--- src/rtl/voice_address_sequencer.sv ---
// voice_address_sequencer
//   Multi-voice sample-ROM address generator. Each voice owns a fixed-point
//   phase accumulator (ADDR_W integer bits, FRAC_W fraction bits). The
//   accumulator advances by that voice's pitch step on every audio tick. The
//   voice plays its sample once from start_addr to end_addr. A voice starts
//   on the rising edge of its key_on bit. It stops when the next phase would
//   pass end_addr or would wrap the accumulator.
//
//   Optional feature: define SAMPLE_LOOP_EN to add the loop_addr input. With
//   the feature on, a voice whose key is still held jumps back to loop_addr
//   at end-of-sample instead of finishing.
//
// Ports
//   Clk, Reset              clock; synchronous active-high reset
//   tick                    one-cycle audio-sample strobe
//   key_on[v]               per-voice gate level
//   start_addr/end_addr     per-voice sample bounds, end inclusive (flat, ADDR_W per voice)
//   step                    per-voice phase increment, Q(STEP_W-FRAC_W).FRAC_W
//   loop_addr               per-voice loop point (SAMPLE_LOOP_EN only)
//   addr_out                per-voice integer read address (registered)
//   active                  voice is playing
//   note_start / note_done  one-cycle pulses on (re)start / end-of-sample
module voice_address_sequencer #(
    parameter int NUM_VOICES = 4,
    parameter int ADDR_W     = 20,
    parameter int FRAC_W     = 8,
    parameter int STEP_W     = 12
) (
    input  logic                         Clk,
    input  logic                         Reset,
    input  logic                         tick,
    input  logic [NUM_VOICES-1:0]        key_on,
    input  logic [NUM_VOICES*ADDR_W-1:0] start_addr,
    input  logic [NUM_VOICES*ADDR_W-1:0] end_addr,
    input  logic [NUM_VOICES*STEP_W-1:0] step,
`ifdef SAMPLE_LOOP_EN
    input  logic [NUM_VOICES*ADDR_W-1:0] loop_addr,
`endif
    output logic [NUM_VOICES*ADDR_W-1:0] addr_out,
    output logic [NUM_VOICES-1:0]        active,
    output logic [NUM_VOICES-1:0]        note_start,
    output logic [NUM_VOICES-1:0]        note_done
);

    localparam int PH_W = ADDR_W + FRAC_W;

    typedef enum logic {IDLE, PLAY} state_t;

    // Key history is the only state shared at module level. Each bit still
    // belongs to exactly one voice.
    logic [NUM_VOICES-1:0] key_hist_q, key_hist_d;

    always_comb key_hist_d = key_on;

    always_ff @(posedge Clk) begin
        if (Reset) key_hist_q <= '0;
        else       key_hist_q <= key_hist_d;
    end

    for (genvar v = 0; v < NUM_VOICES; v++) begin : gen_voice
        logic [ADDR_W-1:0] start_v, end_v;
        logic [STEP_W-1:0] step_v;
        logic [PH_W:0]     sum;      // one extra bit to catch accumulator wrap
        logic              trig, trig_ok, past_end, loop_ok;
        logic [PH_W-1:0]   loop_phase;

        state_t          state_q, state_d;
        logic [PH_W-1:0] phase_q, phase_d;
        logic            start_q, start_d;
        logic            done_q, done_d;

        assign start_v  = start_addr[v*ADDR_W +: ADDR_W];
        assign end_v    = end_addr[v*ADDR_W +: ADDR_W];
        assign step_v   = step[v*STEP_W +: STEP_W];
        assign trig     = key_on[v] & ~key_hist_q[v];
        assign trig_ok  = trig && (start_v <= end_v);
        assign sum      = {1'b0, phase_q} + {{(PH_W+1-STEP_W){1'b0}}, step_v};
        assign past_end = sum[PH_W] || (sum[PH_W-1:FRAC_W] > end_v);

`ifdef SAMPLE_LOOP_EN
        logic [ADDR_W-1:0] loop_v;
        assign loop_v     = loop_addr[v*ADDR_W +: ADDR_W];
        assign loop_ok    = key_on[v] && (start_v <= loop_v) && (loop_v <= end_v);
        assign loop_phase = {loop_v, {FRAC_W{1'b0}}};
`else
        assign loop_ok    = 1'b0;
        assign loop_phase = '0;
`endif

        always_comb begin
            state_d = state_q;
            phase_d = phase_q;
            start_d = 1'b0;
            done_d  = 1'b0;
            // A valid trigger overrides a tick in the same cycle. An invalid
            // trigger falls through, so the voice carries on as if no key edge
            // had occurred.
            if (trig_ok) begin
                state_d = PLAY;
                phase_d = {start_v, {FRAC_W{1'b0}}};
                start_d = 1'b1;
            end else if (state_q == PLAY && tick) begin
                if (!past_end) begin
                    phase_d = sum[PH_W-1:0];
                end else if (loop_ok) begin
                    phase_d = loop_phase;
                end else begin
                    // The phase is left alone here, so addr_out keeps the last
                    // in-range address after the note ends.
                    state_d = IDLE;
                    done_d  = 1'b1;
                end
            end
        end

        always_ff @(posedge Clk) begin
            if (Reset) begin
                state_q <= IDLE;
                phase_q <= '0;
                start_q <= 1'b0;
                done_q  <= 1'b0;
            end else begin
                state_q <= state_d;
                phase_q <= phase_d;
                start_q <= start_d;
                done_q  <= done_d;
            end
        end

        assign addr_out[v*ADDR_W +: ADDR_W] = phase_q[PH_W-1:FRAC_W];
        assign active[v]     = (state_q == PLAY);
        assign note_start[v] = start_q;
        assign note_done[v]  = done_q;
    end

endmodule

--- config.mk ---
export PLATFORM = sky130hd
export DESIGN_NAME = voice_address_sequencer
export DESIGN_NICKNAME = d
export VERILOG_FILES = /design/src/rtl/voice_address_sequencer.sv
export SDC_FILE = /design/constraint.sdc
export NUM_CORES = 1
export LEC_CHECK = 0
export BUFFER_PORTS_ARGS = -buffer_cell sky130_fd_sc_hd__buf_2
export CORE_MARGIN = 4
export CORE_UTILIZATION = 40
export CTS_CLUSTER_SIZE = 8
export DETAILED_ROUTE_END_ITERATION = 8
export HOLD_SLACK_MARGIN = 0.03
export PLACE_DENSITY = 0.72
export SLEW_MARGIN = 30
export SYNTH_ARGS = -nofsm -noshare
export SYNTH_HDL_FRONTEND = slang
export SYNTH_SLANG_ARGS = --single-unit
--- constraint.sdc ---
create_clock -name Clk -period 4.6 [get_ports Clk]
set_clock_uncertainty 0.2 [all_clocks]
set_input_delay 0.46 -clock Clk [delete_from_list [all_inputs] [get_ports Clk]]
set_output_delay 0.46 -clock Clk [all_outputs]
set_load 0.03 [all_outputs]
Word-level counts from Yosys, hierarchy flattened
Index checks and enable logic that the tools add are counted.
Storage, ports and cells
  word-level logic and storage cells: 125
  bits of input ports: 215
  memories: 0
  RAM bits: 0
  bits in latches: 0
  output and inout port bits: 92
  bits in registers: 128
  bits in read-only memories: 0
Cells by class
  bitwise operators: 16
  div/mod/pow operators: 0
  shifts and indexed selects: 0
  multiply operators: 0
  mux-type cells: 32
  magnitude comparators: 8
  add/subtract/negate cells: 4
  eq/ne operators: 4
  reduce and logical (&&, ||, !) cells: 40
Operators with widths (count)
  2-to-1 mux 28 bit: 12
  adder 28 x 12 -> 29 bit: 4
  greater-than comparator 20 bit: 4
  less-or-equal comparator 20 bit: 4
  AND reduction 2 bit: 12
  2-to-1 mux 1 bit: 20
  nonzero test 2 bit: 8
  inverter 1 bit: 12
  OR reduction 3 bit: 4
  logical AND 1 bit: 8
  != test 2 bit (second input constant): 4
  OR reduction 2 bit: 4
  AND 1 bit: 4
  logical OR 1 bit: 4

Longest topological paths before layout
  depth in word-level cells: 6
  gate-level depth with buffers: 21
  mapped depth without buffers: 19

Least setup slack after synthesis
No wires, ideal clock.
  path type: input to register
  start point: in step[0]
  end point: reg gen_voice[0].phase_q[16]
  buffers on the path: 2
  library setup time: 0.091 ns
  data arrival time: 4.480 ns
  stages: 19
  path slack: -0.171 ns
  required time: 4.309 ns
  cells stage by stage: ha_1 inv_1 fa_1 nand2b_1 a21oi_1 o211ai_2 a31o_2 clkbuf_1 nor3b_1 xor2_1 ha_1 and4_1 a221oi_1 nand4_1 a21oi_4 nand2_2 buf_6 or4_1 a311oi_1
Between the ends
  longest elaborated chain between the ends: 5
  elaborated cells on any way between the ends: 8
  classes of those cells: 1 x add/sub; 1 x order compare; 1 x eq/ne; 3 x mux; 2 x reduce/logical
Ends and longest elaborated chain
  start, declared: line 35  | input logic [NUM_VOICES*STEP_W-1:0] step,
  adder 28 x 12 -> 29 bit *: line 77  | assign sum = {1'b0, phase_q} + {{(PH_W+1-STEP_W){1'b0}}, step_v};
  greater-than comparator 20 bit: line 78  | assign past_end = sum[PH_W] || (sum[PH_W-1:FRAC_W] > end_v);
  logical OR 1 bit: line 78
  != test 2 bit (no source line)
  AND reduction 2 bit (no source line)
  end signal, assigned: line 124  | phase_q <= phase_d;
  end, declared: line 68  | logic [PH_W-1:0] phase_q, phase_d;
Mark *: on every way between the ends. The rest lies on a longest branch, timed or not. The select of a mux whose other input is x is not followed.
A chain may end at the register's enable or synchronous reset.

Worst setup path in the final report
  start point: reg gen_voice[1].phase_q[0]
  end point: reg gen_voice[1].phase_q[18]
Between the ends
  longest elaborated chain between the ends: 5
  elaborated cells on any way between the ends: 8
  classes of those cells: 1 x add/sub; 1 x order compare; 1 x eq/ne; 3 x mux; 2 x reduce/logical
Ends and longest elaborated chain (line)
  start, declared: 68
  start signal, assigned: 124
  adder 28 x 12 -> 29 bit *: 77
  greater-than comparator 20 bit: 78
  logical OR 1 bit: 78
  != test 2 bit (no source line)
  AND reduction 2 bit (no source line)
Marked as above.

==> key figures <==
Clocking
  – Clock-pin slew on the worst setup and hold paths: roughly 60 ps
  – TritonCTS Sinks: 128
  – TritonCTS clock tree: yes
  – Cts bufs inserted: 17
  – Clock H-tree levels: 4
  – Root buffer cell: clkbuf_16
  – Clk Latency, worst-skew pair: between 400 and 500 ps
  – Max Buffers Root-to-Sink: 2

Timing
  – Final worst-path cycle share: 99.98%
  – RSZ-0062 raised after global routing: yes
  – Slew headroom: 41.77%
  – Fin. Hold Viols: 0
  – Slew @ Worst Pin: 873.3 ps
  – Setup-failing EPs final: 0
  – Fmax: ~220 MHz
  – Slew Viols, Final: 0
  – Final Critical Period: between 4000 and 5000 ps
  – TNS Setup: 0 ps

Synth
  – Register area share after synthesis: between 10% and 20%
  – Register bit total from synthesis: 128
  – Main synth FF type: dfxtp_1
  – Number of flops mapped to enable cells by yosys: 0
  – Post-synthesis cell type count: 70
  – Syn_nets: approximately 2100
  – Yosys Warn Count: 0
  – Mapped Area: around 13000 um2
  – Cells after Synth: 1700
  – Synth async-reset ratio: 0%
  – Avg Cell Area, Syn: slightly below 8 um2

Routing
  – DRC viols: 0
  – Pre-antenna DRT Iters: 5
  – Routed WL: between 40 and 50 mm
  – Vias: between 10000 and 15000
  – Starting DRT DRC Count: approximately 870
  – Antenna Nets Post-Route: 0
  – Vias/cell: ~5.6
  – Avg WL per Cell: 17.73 um

Floorplan
  – Die width: about 190 um
  – Starting Density: between 40% and 50%
  – IO Count: 307
  – Full die area: between 30000 and 40000 um2
  – Site Rows: 66
  – DIE HEIGHT: 190.7 um
  – Placeable core region: approximately 33000 um2

Layout
  – Commonest non-fill, non-tap cell in the layout: buf_2
  – Commonest cells after routing, fill and taps aside: buf_2 (308), ha_1 (201), buf_4 (153), nand2_1 (128), dfxtp_1 (123)
  – Layout net count: 2482
  – Post-layout util: between 50 and 60%
  – Area delta synth->final: 27.78%
  – Fill count: just over 3000
  – Fin cells: ~2500
  – Register Area: between 2000 and 3000 um2
  – Inserted Diodes: 0
  – Area occupied by multi-input gates: around 10000 um2
  – Layout cell share with drive strength beyond 1: 29.80%

Worst setup path
  – Req. time, crit path: 4720 ps
  – WP data arrival: between 4000 and 5000 ps
  – Crit Path Max Fanout: 6
  – CP Capture Type: flop
  – WS Path Type: reg2reg
  – CP startpoint kind: flop

Global route
  – Vias in the first global route: roughly 14000
  – Largest net degree at the start of global routing: between 40 and 50
  – First-pass GRT wire length: ~70 mm
  – Total track usage: roughly 23%
  – Initial antenna violation count: 2
  – GRT overflow: 0

Pwr
  – VDD IR max: approximately 0.27 mV
  – Pleak: ~8.3 nW
  – Tot Pwr: 0.004350 W
  – Pwr per Cell Area: around 260 nW/um2

Flow run
  – Max cap viols: 0

Place
  – Placed cell count: approximately 2400
  – IO Port Bufs: 306
  – Placer congestion estimate: between 0.9 and 1
  – Post-DP HPWL: roughly 35 mm

Hold path
  – Hold/Removal Path Class: in2reg

Run status
  – Outcome: complete, no violations
-- critical path: stages, from the launching register on --
cell      delay [ps]
dfxtp_2          360
ha_4             150
inv_2             40
fa_2             410
nor2b_2          150
o211ai_1         150
a31oi_2          310
o21ai_4          140
or3_4            470
buf_6            140
xnor2_2          140
ha_1             310
and3_4           210
nand3_4           80
a21o_1           170
a21oi_2          190
o21ai_4           90
buf_6            130
buf_6            120
nand3b_1         190
mux2i_1          230
o22ai_1           80
-- repair_timing --
item,CTS,global route
endpoints found under the hold margin,5,0
hold buffers,5,0
setup buffers,2,19
resized for setup,18,110
endpoints found under the setup margin,44,115
pin swaps,8,63
cloned,0,3
-- path summary, 6_finish.rpt --
path	from	end	slack (ps)	cells after the start
worst max-delay path	gen_voice[1].phase_q[0]	gen_voice[1].phase_q[18]	1	21
worst max register to register	gen_voice[1].phase_q[0]	gen_voice[1].phase_q[18]	1	21
worst min-delay path	start_addr[25]	gen_voice[1].phase_q[13]	50	3
worst min register to register	gen_voice[3].phase_q[4]	gen_voice[3].phase_q[4]	260	2
-- where the power goes --
group | switching [W] | internal, W
combinational | 0.000944 | 0.000687
sequential | 0.000128 | 0.00120
clock | 0.000554 | 0.000837
-- metal layers --
layer  share of wire, %  up-vias  wire (um)  GRT usage, %
met5              0.034        -         15             0
met2                 48      564      21300         38.62
met4                2.2        4        990         6.878
met1                 42     6574      18840         29.69
li1                   -     6802          -             -
met3                7.5       83       3330         4.797
-- synth_stat cells (21+ instances only) --
| library cell | n | area share (%) |
|---|---|---|
| inv_1 | 117 | 3.3 |
| mux2i_1 | 21 | 1.6 |
| a211oi_1 | 23 | 1.3 |
| xnor2_1 | 74 | 4.9 |
| nor2_1 | 102 | 2.9 |
| nand2_1 | 131 | 3.7 |
| dfxtp_1 | 128 | 19 |
| or3_1 | 25 | 1.2 |
| xor2_1 | 46 | 3.0 |
| a21oi_1 | 119 | 4.5 |
| o21ai_0 | 99 | 3.7 |
| nand4_1 | 52 | 2.4 |
| nor2b_1 | 21 | 0.98 |
| buf_4 | 94 | 5.3 |
| and3_1 | 33 | 1.5 |
| clkbuf_1 | 36 | 1.0 |
| nand3_1 | 50 | 1.9 |
| a31oi_1 | 29 | 1.4 |
| ha_1 | 208 | 19 |
| a21o_1 | 44 | 2.5 |
| nor3_1 | 24 | 0.90 |
-- logic make-up (layout without fill, tap and decap cells) --
family	Yosys count	count (layout)	synth area share (%)
AOI/OAI and AO/OA	445	445	21.67
xor gates and xnor gates	120	120	7.875
adders and majority gates	212	212	20.10
buffers and inverters	263	630	10.21
DFF	128	128	19.20
muxes	22	22	1.659
and+or+nand+nor	510	510	19.29
-- final cells by class --
| class | count | area share [%] |
|---|---|---|
| well taps | 442 | 3.243 |
| multi-input cells | 1309 | 58.46 |
| clock inverters | 5 | 0.2935 |
| flip-flops and latches | 128 | 15.06 |
| clock buffers | 26 | 3.103 |
| inverters | 118 | 2.597 |
| repair buffers | 481 | 17.24 |
-- sequential cells by signal, indices dropped and copies added (netlist names) --
| register | flops |
|---|---|
| gen_voice.done_q | 4 |
| gen_voice.start_q | 4 |
| key_hist_q | 4 |
| gen_voice.phase_q | 112 |
| gen_voice.state_q | 4 |
-- through the flow --
step | instance area [um2] | hold WS, ps | worst slack [ps]
finish | 17050 | 54.26 | 1.044
global route | 17050 | 40.50 | -92.91
CTS | 16380 | 32.34 | -0.9877
detailed placement | 15660 | 251.3 | -411.0
global placement | 15660 | 243.9 | -306.7
floorplan | 13360 | 235.6 | 3.480
No activity file was read; power rests on OpenSTA's default activity.
